--- src/rtl/regfile_pkg.sv ---
`default_nettype none
// ============================================================================
// Package     : regfile_pkg
// Description : Shared widths and types for the register file and the
//               operand-fetch stage that sits directly downstream of it.
// Contents    : XLEN / NREG / AW, reg_addr_t, word_t, opf_req_t
// Revision    : 1.0  initial release
// ============================================================================
package regfile_pkg;

    localparam int XLEN = 32;
    localparam int NREG = 32;
    localparam int AW   = $clog2(NREG);

    typedef logic [AW-1:0]   reg_addr_t;
    typedef logic [XLEN-1:0] word_t;

    // Decoded register fields of one instruction
    typedef struct packed {
        reg_addr_t ra1;
        reg_addr_t ra2;
        reg_addr_t wa;
        logic      we;
    } opf_req_t;

endpackage
`default_nettype wire

--- src/rtl/operand_fetch_if.sv ---
`default_nettype none
// ============================================================================
// Interface   : operand_fetch_if
// Description : Bundles the decode-side request, the register-file read and
//               writeback buses and the execute-side operand handshake.
// Modports    : slave  - the operand-fetch stage
//               master - the surrounding pipeline / register file
// Revision    : 1.0  initial release
// ============================================================================
interface operand_fetch_if;
    import regfile_pkg::*;

    // decode -> fetch
    logic      in_valid;
    logic      in_ready;
    reg_addr_t in_ra1;
    reg_addr_t in_ra2;
    reg_addr_t in_wa;
    logic      in_we;
    // fetch <-> register file
    reg_addr_t rf_ra1;
    reg_addr_t rf_ra2;
    word_t     rf_rd1;
    word_t     rf_rd2;
    // writeback (also feeds the register file write port)
    logic      wb_we;
    reg_addr_t wb_wa;
    word_t     wb_wd;
    // fetch -> execute
    logic      out_valid;
    logic      out_ready;
    word_t     out_rd1;
    word_t     out_rd2;
    reg_addr_t out_wa;
    logic      out_we;

    modport slave (
        input  in_valid, in_ra1, in_ra2, in_wa, in_we,
        input  rf_rd1, rf_rd2,
        input  wb_we, wb_wa, wb_wd,
        input  out_ready,
        output in_ready, rf_ra1, rf_ra2,
        output out_valid, out_rd1, out_rd2, out_wa, out_we
    );

    modport master (
        output in_valid, in_ra1, in_ra2, in_wa, in_we,
        output rf_rd1, rf_rd2,
        output wb_we, wb_wa, wb_wd,
        output out_ready,
        input  in_ready, rf_ra1, rf_ra2,
        input  out_valid, out_rd1, out_rd2, out_wa, out_we
    );

endinterface
`default_nettype wire

--- src/rtl/opfetch_scoreboard.sv ---
`default_nettype none
// ============================================================================
// Module      : opfetch_scoreboard
// Description : Pending-write scoreboard. One busy bit per architectural
//               register; writeback clears, an accepted writer sets (set wins
//               on the same index). r0 is never busy. Three hazard lookups.
// Ports       : clk, rst_n            clock, async active-low reset
//               wb_we_i, wb_wa_i      writeback clear
//               set_en_i, set_wa_i    accepted-writer set
//               lk{1,2,3}_i           lookup addresses
//               hz{1,2,3}_o           hazard for each lookup
// Config      : OPFETCH_BYPASS_EN - a same-cycle writeback masks the hazard
// Revision    : 1.0  initial release
// ============================================================================
module opfetch_scoreboard
    import regfile_pkg::*;
(
    input  wire logic      clk,
    input  wire logic      rst_n,
    input  wire logic      wb_we_i,
    input  wire reg_addr_t wb_wa_i,
    input  wire logic      set_en_i,
    input  wire reg_addr_t set_wa_i,
    input  wire reg_addr_t lk1_i,
    input  wire reg_addr_t lk2_i,
    input  wire reg_addr_t lk3_i,
    output logic           hz1_o,
    output logic           hz2_o,
    output logic           hz3_o
);

    logic [NREG-1:0] busy_q;
    logic [NREG-1:0] busy_d;

    always_comb begin
        busy_d = busy_q;
        if (wb_we_i) begin
            busy_d[wb_wa_i] = 1'b0;
        end
        if (set_en_i && (set_wa_i != '0)) begin
            busy_d[set_wa_i] = 1'b1;
        end
        busy_d[0] = 1'b0;
    end

    always_ff @(posedge clk or negedge rst_n) begin
        if (!rst_n) begin
            busy_q <= '0;
        end else begin
            busy_q <= busy_d;
        end
    end

    function automatic logic hz(input reg_addr_t a);
`ifdef OPFETCH_BYPASS_EN
        // A writeback landing this edge is forwarded, so it does not block
        return busy_q[a] && !(wb_we_i && (wb_wa_i == a));
`else
        return busy_q[a];
`endif
    endfunction

    assign hz1_o = hz(lk1_i);
    assign hz2_o = hz(lk2_i);
    assign hz3_o = hz(lk3_i);

endmodule
`default_nettype wire

--- src/rtl/operand_fetch.sv ---
`default_nettype none
// ============================================================================
// Module      : operand_fetch
// Description : Operand-fetch stage behind a 2R/1W register file with
//               registered reads. Drives read addresses combinationally,
//               captures read data one cycle later, stalls on RAW/WAW via the
//               scoreboard and presents operands with a valid/ready handshake.
// Ports       : clk     rising-edge clock
//               rst_n   async active-low reset
//               bus     operand_fetch_if.slave (decode, rf, wb, execute)
// Config      : OPFETCH_BYPASS_EN - forward a writeback coinciding with the
//               accept edge into the captured operand and drop the hazard
// Revision    : 1.0  initial release
// ============================================================================
module operand_fetch
    import regfile_pkg::*;
(
    input  wire logic       clk,
    input  wire logic       rst_n,
    operand_fetch_if.slave  bus
);

    opf_req_t  w_req;
    logic      w_hz1, w_hz2, w_hzw;
    logic      w_hazard;
    logic      w_accept;
    word_t     w_sel1, w_sel2;

    logic      out_valid_q;
    reg_addr_t src1_q, src2_q;
    reg_addr_t dst_wa_q;
    logic      dst_we_q;
    logic      use_hold_q;
    word_t     hold1_q, hold2_q;

    assign w_req = '{ra1: bus.in_ra1, ra2: bus.in_ra2, wa: bus.in_wa, we: bus.in_we};

    assign bus.rf_ra1 = w_req.ra1;
    assign bus.rf_ra2 = w_req.ra2;

    opfetch_scoreboard u_scoreboard (
        .clk      (clk),
        .rst_n    (rst_n),
        .wb_we_i  (bus.wb_we),
        .wb_wa_i  (bus.wb_wa),
        .set_en_i (w_accept & w_req.we),
        .set_wa_i (w_req.wa),
        .lk1_i    (w_req.ra1),
        .lk2_i    (w_req.ra2),
        .lk3_i    (w_req.wa),
        .hz1_o    (w_hz1),
        .hz2_o    (w_hz2),
        .hz3_o    (w_hzw)
    );

    assign w_hazard     = w_hz1 | w_hz2 | (w_req.we & w_hzw);
    assign bus.in_ready = rst_n & (~out_valid_q | bus.out_ready) & ~w_hazard;
    assign w_accept     = bus.in_valid & bus.in_ready;

`ifdef OPFETCH_BYPASS_EN
    // The rf read registers sample pre-write contents, so a writeback on the
    // accept edge must be captured here instead.
    logic  byp_hit1_q, byp_hit2_q;
    word_t byp1_q, byp2_q;

    always_ff @(posedge clk or negedge rst_n) begin
        if (!rst_n) begin
            byp_hit1_q <= 1'b0;
            byp_hit2_q <= 1'b0;
            byp1_q     <= '0;
            byp2_q     <= '0;
        end else if (w_accept) begin
            byp_hit1_q <= bus.wb_we && (bus.wb_wa == w_req.ra1) && (w_req.ra1 != '0);
            byp_hit2_q <= bus.wb_we && (bus.wb_wa == w_req.ra2) && (w_req.ra2 != '0);
            byp1_q     <= bus.wb_wd;
            byp2_q     <= bus.wb_wd;
        end
    end
`else
    logic w_unused_wd;
    assign w_unused_wd = ^bus.wb_wd;
`endif

    // First output cycle uses live rf data; once stalled, the hold copy wins
    // because rf_rd follows the read address every edge.
    always_comb begin
        w_sel1 = bus.rf_rd1;
        w_sel2 = bus.rf_rd2;
`ifdef OPFETCH_BYPASS_EN
        if (byp_hit1_q) w_sel1 = byp1_q;
        if (byp_hit2_q) w_sel2 = byp2_q;
`endif
        if (src1_q == '0) w_sel1 = '0;
        if (src2_q == '0) w_sel2 = '0;
        if (use_hold_q) begin
            w_sel1 = hold1_q;
            w_sel2 = hold2_q;
        end
    end

    always_ff @(posedge clk or negedge rst_n) begin
        if (!rst_n) begin
            out_valid_q <= 1'b0;
            src1_q      <= '0;
            src2_q      <= '0;
            dst_wa_q    <= '0;
            dst_we_q    <= 1'b0;
            use_hold_q  <= 1'b0;
            hold1_q     <= '0;
            hold2_q     <= '0;
        end else begin
            if (w_accept) begin
                out_valid_q <= 1'b1;
                src1_q      <= w_req.ra1;
                src2_q      <= w_req.ra2;
                dst_wa_q    <= w_req.wa;
                dst_we_q    <= w_req.we;
                use_hold_q  <= 1'b0;
            end else if (bus.out_ready) begin
                out_valid_q <= 1'b0;
            end
            // Accept and stall are mutually exclusive (in_ready needs out_ready)
            if (out_valid_q && !bus.out_ready) begin
                hold1_q    <= w_sel1;
                hold2_q    <= w_sel2;
                use_hold_q <= 1'b1;
            end
        end
    end

    assign bus.out_valid = out_valid_q;
    assign bus.out_rd1   = w_sel1;
    assign bus.out_rd2   = w_sel2;
    assign bus.out_wa    = dst_wa_q;
    assign bus.out_we    = dst_we_q;

endmodule
`default_nettype wire

--- src/flat_wrapper.sv ---
// flat-port wrapper written by rule: the top's interface ports become plain ports
module operand_fetch_flat import regfile_pkg::*;
  (clk, rst_n, bus_in_valid, bus_in_ra1, bus_in_ra2, bus_in_wa, bus_in_we, bus_rf_rd1, bus_rf_rd2, bus_wb_we, bus_wb_wa, bus_wb_wd, bus_out_ready, bus_in_ready, bus_rf_ra1, bus_rf_ra2, bus_out_valid, bus_out_rd1, bus_out_rd2, bus_out_wa, bus_out_we);
  operand_fetch_if bus_i ();
  input  wire logic clk;
  input  wire logic rst_n;
  input wire logic [$bits(bus_i.in_valid)-1:0] bus_in_valid;
  input wire logic [$bits(bus_i.in_ra1)-1:0] bus_in_ra1;
  input wire logic [$bits(bus_i.in_ra2)-1:0] bus_in_ra2;
  input wire logic [$bits(bus_i.in_wa)-1:0] bus_in_wa;
  input wire logic [$bits(bus_i.in_we)-1:0] bus_in_we;
  input wire logic [$bits(bus_i.rf_rd1)-1:0] bus_rf_rd1;
  input wire logic [$bits(bus_i.rf_rd2)-1:0] bus_rf_rd2;
  input wire logic [$bits(bus_i.wb_we)-1:0] bus_wb_we;
  input wire logic [$bits(bus_i.wb_wa)-1:0] bus_wb_wa;
  input wire logic [$bits(bus_i.wb_wd)-1:0] bus_wb_wd;
  input wire logic [$bits(bus_i.out_ready)-1:0] bus_out_ready;
  output wire logic [$bits(bus_i.in_ready)-1:0] bus_in_ready;
  output wire logic [$bits(bus_i.rf_ra1)-1:0] bus_rf_ra1;
  output wire logic [$bits(bus_i.rf_ra2)-1:0] bus_rf_ra2;
  output wire logic [$bits(bus_i.out_valid)-1:0] bus_out_valid;
  output wire logic [$bits(bus_i.out_rd1)-1:0] bus_out_rd1;
  output wire logic [$bits(bus_i.out_rd2)-1:0] bus_out_rd2;
  output wire logic [$bits(bus_i.out_wa)-1:0] bus_out_wa;
  output wire logic [$bits(bus_i.out_we)-1:0] bus_out_we;
  assign bus_i.in_valid = bus_in_valid;
  assign bus_i.in_ra1 = bus_in_ra1;
  assign bus_i.in_ra2 = bus_in_ra2;
  assign bus_i.in_wa = bus_in_wa;
  assign bus_i.in_we = bus_in_we;
  assign bus_i.rf_rd1 = bus_rf_rd1;
  assign bus_i.rf_rd2 = bus_rf_rd2;
  assign bus_i.wb_we = bus_wb_we;
  assign bus_i.wb_wa = bus_wb_wa;
  assign bus_i.wb_wd = bus_wb_wd;
  assign bus_i.out_ready = bus_out_ready;
  assign bus_in_ready = bus_i.in_ready;
  assign bus_rf_ra1 = bus_i.rf_ra1;
  assign bus_rf_ra2 = bus_i.rf_ra2;
  assign bus_out_valid = bus_i.out_valid;
  assign bus_out_rd1 = bus_i.out_rd1;
  assign bus_out_rd2 = bus_i.out_rd2;
  assign bus_out_wa = bus_i.out_wa;
  assign bus_out_we = bus_i.out_we;
  operand_fetch u_core (.clk(clk), .rst_n(rst_n), .bus(bus_i));
endmodule
--- config.mk ---
export PLATFORM = sky130hd
export DESIGN_NAME = operand_fetch_flat
export DESIGN_NICKNAME = d
export VERILOG_FILES = /design/src/rtl/regfile_pkg.sv /design/src/rtl/operand_fetch_if.sv /design/src/rtl/opfetch_scoreboard.sv /design/src/rtl/operand_fetch.sv /design/src/flat_wrapper.sv
export SDC_FILE = /design/constraint.sdc
export NUM_CORES = 1
export LEC_CHECK = 0
export CORE_MARGIN = 2
export CORE_UTILIZATION = 45
export DETAILED_ROUTE_END_ITERATION = 7
export GPL_TIMING_DRIVEN = 0
export PLACE_DENSITY = 0.8
export SLEW_MARGIN = 20
export SYNTH_ARGS = -nofsm -noshare
export SYNTH_HDL_FRONTEND = slang
export SYNTH_SLANG_ARGS = --single-unit
--- constraint.sdc ---
create_clock -name clk -period 3.86 [get_ports clk]
set_input_delay 0.386 -clock clk [delete_from_list [all_inputs] [get_ports clk]]
set_output_delay 0.386 -clock clk [all_outputs]
set_load 0.02 [all_outputs]
; Word-level counts from Yosys, hierarchy flattened
; Cells that the tools add are included.
[classes]
order_cmp = 6
mux = 20
bitwise = 13
n_reduce_logical = 10
[ops]
columns = operator, n
row1 = $mux 32, 6
row2 = $and 32x32->32, 1
row3 = $not 32->32, 1
row4 = $or 32x32->32, 1
row5 = $lt 5x6->1 const B, 4
row6 = $bmux 1 s5, 3
row7 = $demux 1 s5, 2
row8 = $ge 5x1->1 const B, 2
row9 = $logic_not 5->1, 2
row10 = $mux 1, 9
row11 = $and 1x1->1, 5
row12 = $reduce_bool 5->1, 1
row13 = $logic_and 1x1->1, 4
row14 = $reduce_bool 2->1, 2
row15 = $or 1x1->1, 3
row16 = $not 1->1, 2
row17 = $logic_not 1->1, 1
[totals]
ff_bits = 113

; Depth between registers and ports, before layout
[logic_depth]
depth_word = 10
ltp_mapped = 11

; Hierarchy
; Synthesis repeated with hierarchy kept, for this count alone.
[hier_totals]
hier_cells = 709
hier_area_um2 = 6501.2
[by_module_without_submodules]
columns = mod, n_inst, cells_each, area_each_um2, seq_area_each_um2
row1 = operand_fetch, 1, 480, 4326.6, 2052.0
row2 = opfetch_scoreboard, 1, 229, 2174.6, 775.7

; Worst setup path after synthesis
; No wires, ideal clock.
[synth_path]
path_type = input port to flip-flop
start = input port bus_in_ra2[2]
end = register u_core.use_hold_q
setup_ns = 0.119
arrival_time_ns = 2.652
t_required_ns = 3.741
path_slack_ns = 1.089
cell_stages = 11
cell_sequence = clkbuf_1 > buf_2 > mux4_2 > o2111ai_1 > o41ai_1 > a2111o_1 > or3_1 > buf_2 > buf_6 > buf_6 > a21bo_2
[synth_between]
elab_chain_cells = 8
[synth_lines]
columns = element, line_no
row1 = start: declaration, flat_wrapper.sv:9  ; input wire logic [$bits(bus_i.in_ra2)-1:0] bus_in_ra2;
row2 = $bmux 1 s5, opfetch_scoreboard.sv:59  ; return busy_q[a];
row3 = $mux 1 (implied by the code), opfetch_scoreboard.sv:59
row4 = $or 1x1->1 (2 in a row), operand_fetch.sv:56  ; assign w_hazard = w_hz1 | w_hz2 | (w_req.we & w_hzw);
row5 = $not 1->1, operand_fetch.sv:57  ; assign bus.in_ready = rst_n & (~out_valid_q | bus.out_ready) & ~w_hazard;
row6 = $and 1x1->1, operand_fetch.sv:57
row7 = $and 1x1->1, operand_fetch.sv:58  ; assign w_accept = bus.in_valid & bus.in_ready;
row8 = $reduce_bool 2->1 (no line), -
row9 = end signal: assignment, operand_fetch.sv:108  ; use_hold_q <= 1'b0;
row10 = end signal: assignment, operand_fetch.sv:118  ; use_hold_q <= 1'b0;
row11 = end signal: assignment, operand_fetch.sv:126  ; use_hold_q <= 1'b1;
row12 = end: declaration, operand_fetch.sv:33  ; logic use_hold_q;
; Every way passes these cells. The select of a mux whose other input is x is not followed.
; A chain may end at the register's enable or synchronous reset.

; Worst setup path in the final report
[layout_path]
start = input port bus_in_wa[1]
end = output port bus_in_ready
[layout_between]
elab_chain_cells = 6
[layout_lines]
columns = element, line_no
row1 = start: declaration, flat_wrapper.sv:10  ; input wire logic [$bits(bus_i.in_wa)-1:0] bus_in_wa;
row2 = $bmux 1 s5, opfetch_scoreboard.sv:59
row3 = $mux 1 (implied by the code), opfetch_scoreboard.sv:59
row4 = $and 1x1->1, operand_fetch.sv:56
row5 = $or 1x1->1, operand_fetch.sv:56
row6 = $not 1->1, operand_fetch.sv:57
row7 = $and 1x1->1, operand_fetch.sv:57
row8 = end: declaration, flat_wrapper.sv:18  ; output wire logic [$bits(bus_i.in_ready)-1:0] bus_in_ready;
; Every way passes these cells. The select of a mux whose other input is x is not followed.

==> flow_summary.toml <==
[detailed_routing]
post_drt_via_cell_ratio = 6.00
wl_per_cell_um = 20.9
vias = 5175
drcViolationCount = 0
wirelength_um = 18000
drt_pass1_iterations = 5
drt-initial-drc-count = 542
antenna_left = 0

[setup_path]
crit_type = "in2out"
endpoint = "bus_in_ready"
worst_setup_path_end_kind = "output port"
worstPathRequired_ns = 3.47
critical_path_peak_fanout = 10
crit_start = "bus_in_wa[1]"
rr_startpoint = "u_core.u_scoreboard.busy_q[19]"
r2r-end = "u_core.u_scoreboard.busy_q[22]"
r2r_slack_ns = 0.90
worstRegToRegCells = 8
start_kind = "input port"
worstPathArrival_ns = 3.37

[floorplanning]
start_util = 0.456
fp.dieArea_um2 = 14200
die_w_um = 119
core-area_um2 = 13100
die_y_um = 119
ios = 204
rows = 42

[finish]
final_common_cell = "clkdlybuf4s50_1"
fin_util = 0.644
fin_area_um2 = 8460
layout_common_cells = "clkdlybuf4s50_1 (163), dfrtp_1 (113), mux2_2 (83)"
antenna_cells = 0
drive_gt1_frac = 0.217
syn2layout_area_growth_pct = 41.4
layout.nets = 796

[sta]
layout_min_cycle_time_ns = 3.75
final_max_slew_viol_count = 0
fmax_mhz = 266
setup_slack_ns = 0.106
clock_skew_ns = 0.00930
tns_ns = 0
rsz0062_at_grt = "false"
hold_viol_final = 0
finalCritPeriodShare = 0.973
relSlewSlack = 0.490
tightest_slew_ns = 0.764
setup_violations = 0

[pwr]
power_frac_clock = 0.271
comb_power_share = 0.405
power_mw = 5.64
switching_share = 0.326
internal_power_mw = 3.80
total_leakage_power_nw = 3.55
p_switching_mw = 1.84
peakVddDrop_mv = 0.441
powerDensity_nw_per_um2 = 666
p_seq_frac = 0.324

[synthesis]
synthTopCellsByArea = "dfrtp_1 (47%), mux2_2 (16%), a22o_1 (9.4%), mux4_2 (4.1%), mux2i_1 (4.0%)"
ys.warnings.count = 0
synthCells = 489
synth_cell_types = 40
synthFlopType = "dfrtp_1"
netlist_area_um2 = 5980
synthArstFlopShare = 1.00
ys_seq_area_frac = 0.473
syn-mean-instance-area_um2 = 12.2
ys_ff_latch = 113
syn-num-nets = 611
synth_edf_count = 0
synth_area_leader_cell = "dfrtp_1"
synth_top_area_frac = 0.473

[clock_network]
clock_latency_ns = 0.41
cts_buffers = 17
post_cts_buffers = 0
root_buffer = "clkbuf_16"
clock_sinks = 113
clockBufferDepth = 2
tritoncts = "done"
cts_max_level = 4
clk_pin_slew_worst_paths_ns = 0.05

[worst_hold_path]
hold_path_class = "in2async"

[global_routing]
grt_overflow = 0
grt_pass1_vias = 5465
grt_pass1_wl_um = 28500
grt_max_degree = 77
grt.total_usage = 0.260
antenna_found_initial = 0

[outcome]
run_status = "finished, final reports clean"

[placed_design]
dpl.hpwl_um = 12700
place.gp.congestion = 0.944
pre_cts_ws_ns = 0.150
placed_area_um2 = 7880
io_buffers = 164

[run]
max_cap_viol_count = 0
-- metal layers --
metal	wire length (µm)	vias to the layer above	global-route usage
met1	7110	2573	0.315
met4	506	0	0.116
met3	1330	58	0.0632
li1	-	2272	-
met2	9080	272	0.440
met5	0	-	0
-- synthesized netlist by cell type (2+ instances only) --
cell type	number
buf_1	10
and3_1	2
clkbuf_1	22
inv_1	2
nor2b_1	2
nand2_1	7
or3_1	3
dfrtp_1	113
o21ai_0	33
mux2_2	83
buf_2	6
a21oi_1	3
a22o_1	64
mux2i_1	24
buf_6	3
nand3_1	5
nand4b_1	2
buf_4	10
a2111oi_0	2
o31ai_1	29
nor3_1	4
o41ai_1	2
mux4_2	11
nand3b_1	10
nand2b_1	4
o31ai_2	2
o22ai_1	7
nor2_1	7
or3b_2	6
-- registers in the layout (all words and copies together) (netlist names) --
register	count
u_core.bus.out_valid	1
u_core.bus.out_wa	5
u_core.bus.out_we	1
u_core.hold1_q	32
u_core.hold2_q	32
u_core.src1_q	5
u_core.src2_q	5
u_core.u_scoreboard.busy_q	31
u_core.use_hold_q	1
-- layout make-up --
cell class / count / area (µm²)
clock inverters: 4 / 72.6
well taps: 176 / 220
repair buffers: 166 / 1680
multi-input cells: 323 / 2890
plain buffers: 51 / 259
clock buffers: 28 / 507
fillers: 1004 / 4670
inverters: 2 / 7.51
flip-flops and latches: 113 / 2830
-- critical path, cell delays in order --
cell,delay (ns)
clkdlybuf4s50_1,0.53
buf_1,0.61
mux2i_1,0.31
o22ai_1,0.14
o41ai_1,0.37
o211ai_1,0.16
nor2_1,0.11
and2_1,0.16
clkdlybuf4s50_1,0.61
-- kinds of logic (layout without fill, tap and decap cells) --
kind of cell    Yosys count  count (layout)  synth area share
buf+inv                  53             251            0.0445
mux                     118             118             0.238
flops                   113             113             0.473
simple gates             54              54            0.0546
compound gates          151             151             0.191
-- worst min path at each step --
stage / slack [ns] / cells after the start / to / start
after floorplan: 0.09 / 0 / u_core.bus.out_valid / rst_n
after global placement: 0.49 / 1 / u_core.hold1_q[17] / u_core.hold1_q[17]
after detailed placement: 0.32 / 1 / u_core.hold2_q[9] / rst_n
after CTS: 0.44 / 2 / u_core.src1_q[0] / bus_in_ra1[0]
after global routing: 0.46 / 2 / u_core.hold2_q[4] / rst_n
final: 0.44 / 2 / u_core.hold2_q[4] / rst_n
-- metrics by stage --
step,cells,hold slack [ns]
floorplan,489,0.0904
global placement,829,0.488
detailed placement,830,0.319
CTS,863,0.440
global route,863,0.462
finish,863,0.445
-- power by group through the flow --
stage / Clock (mW) / Combinational, mW / Sequential (mW)
detailed placement: 0 / 2.27 / 1.83
CTS: 1.55 / 2.29 / 1.81
global route: 1.61 / 2.42 / 1.86
global placement: 0 / 2.22 / 1.80
finish: 1.53 / 2.28 / 1.83
floorplan: 0 / 1.33 / 1.78
-- repair_timing --
item	4_1_cts	5_1_grt
gates resized for setup	0	0
hold endpoints to repair	38	0
hold buffers	1	0
Power figures use the tool's default switching activity.
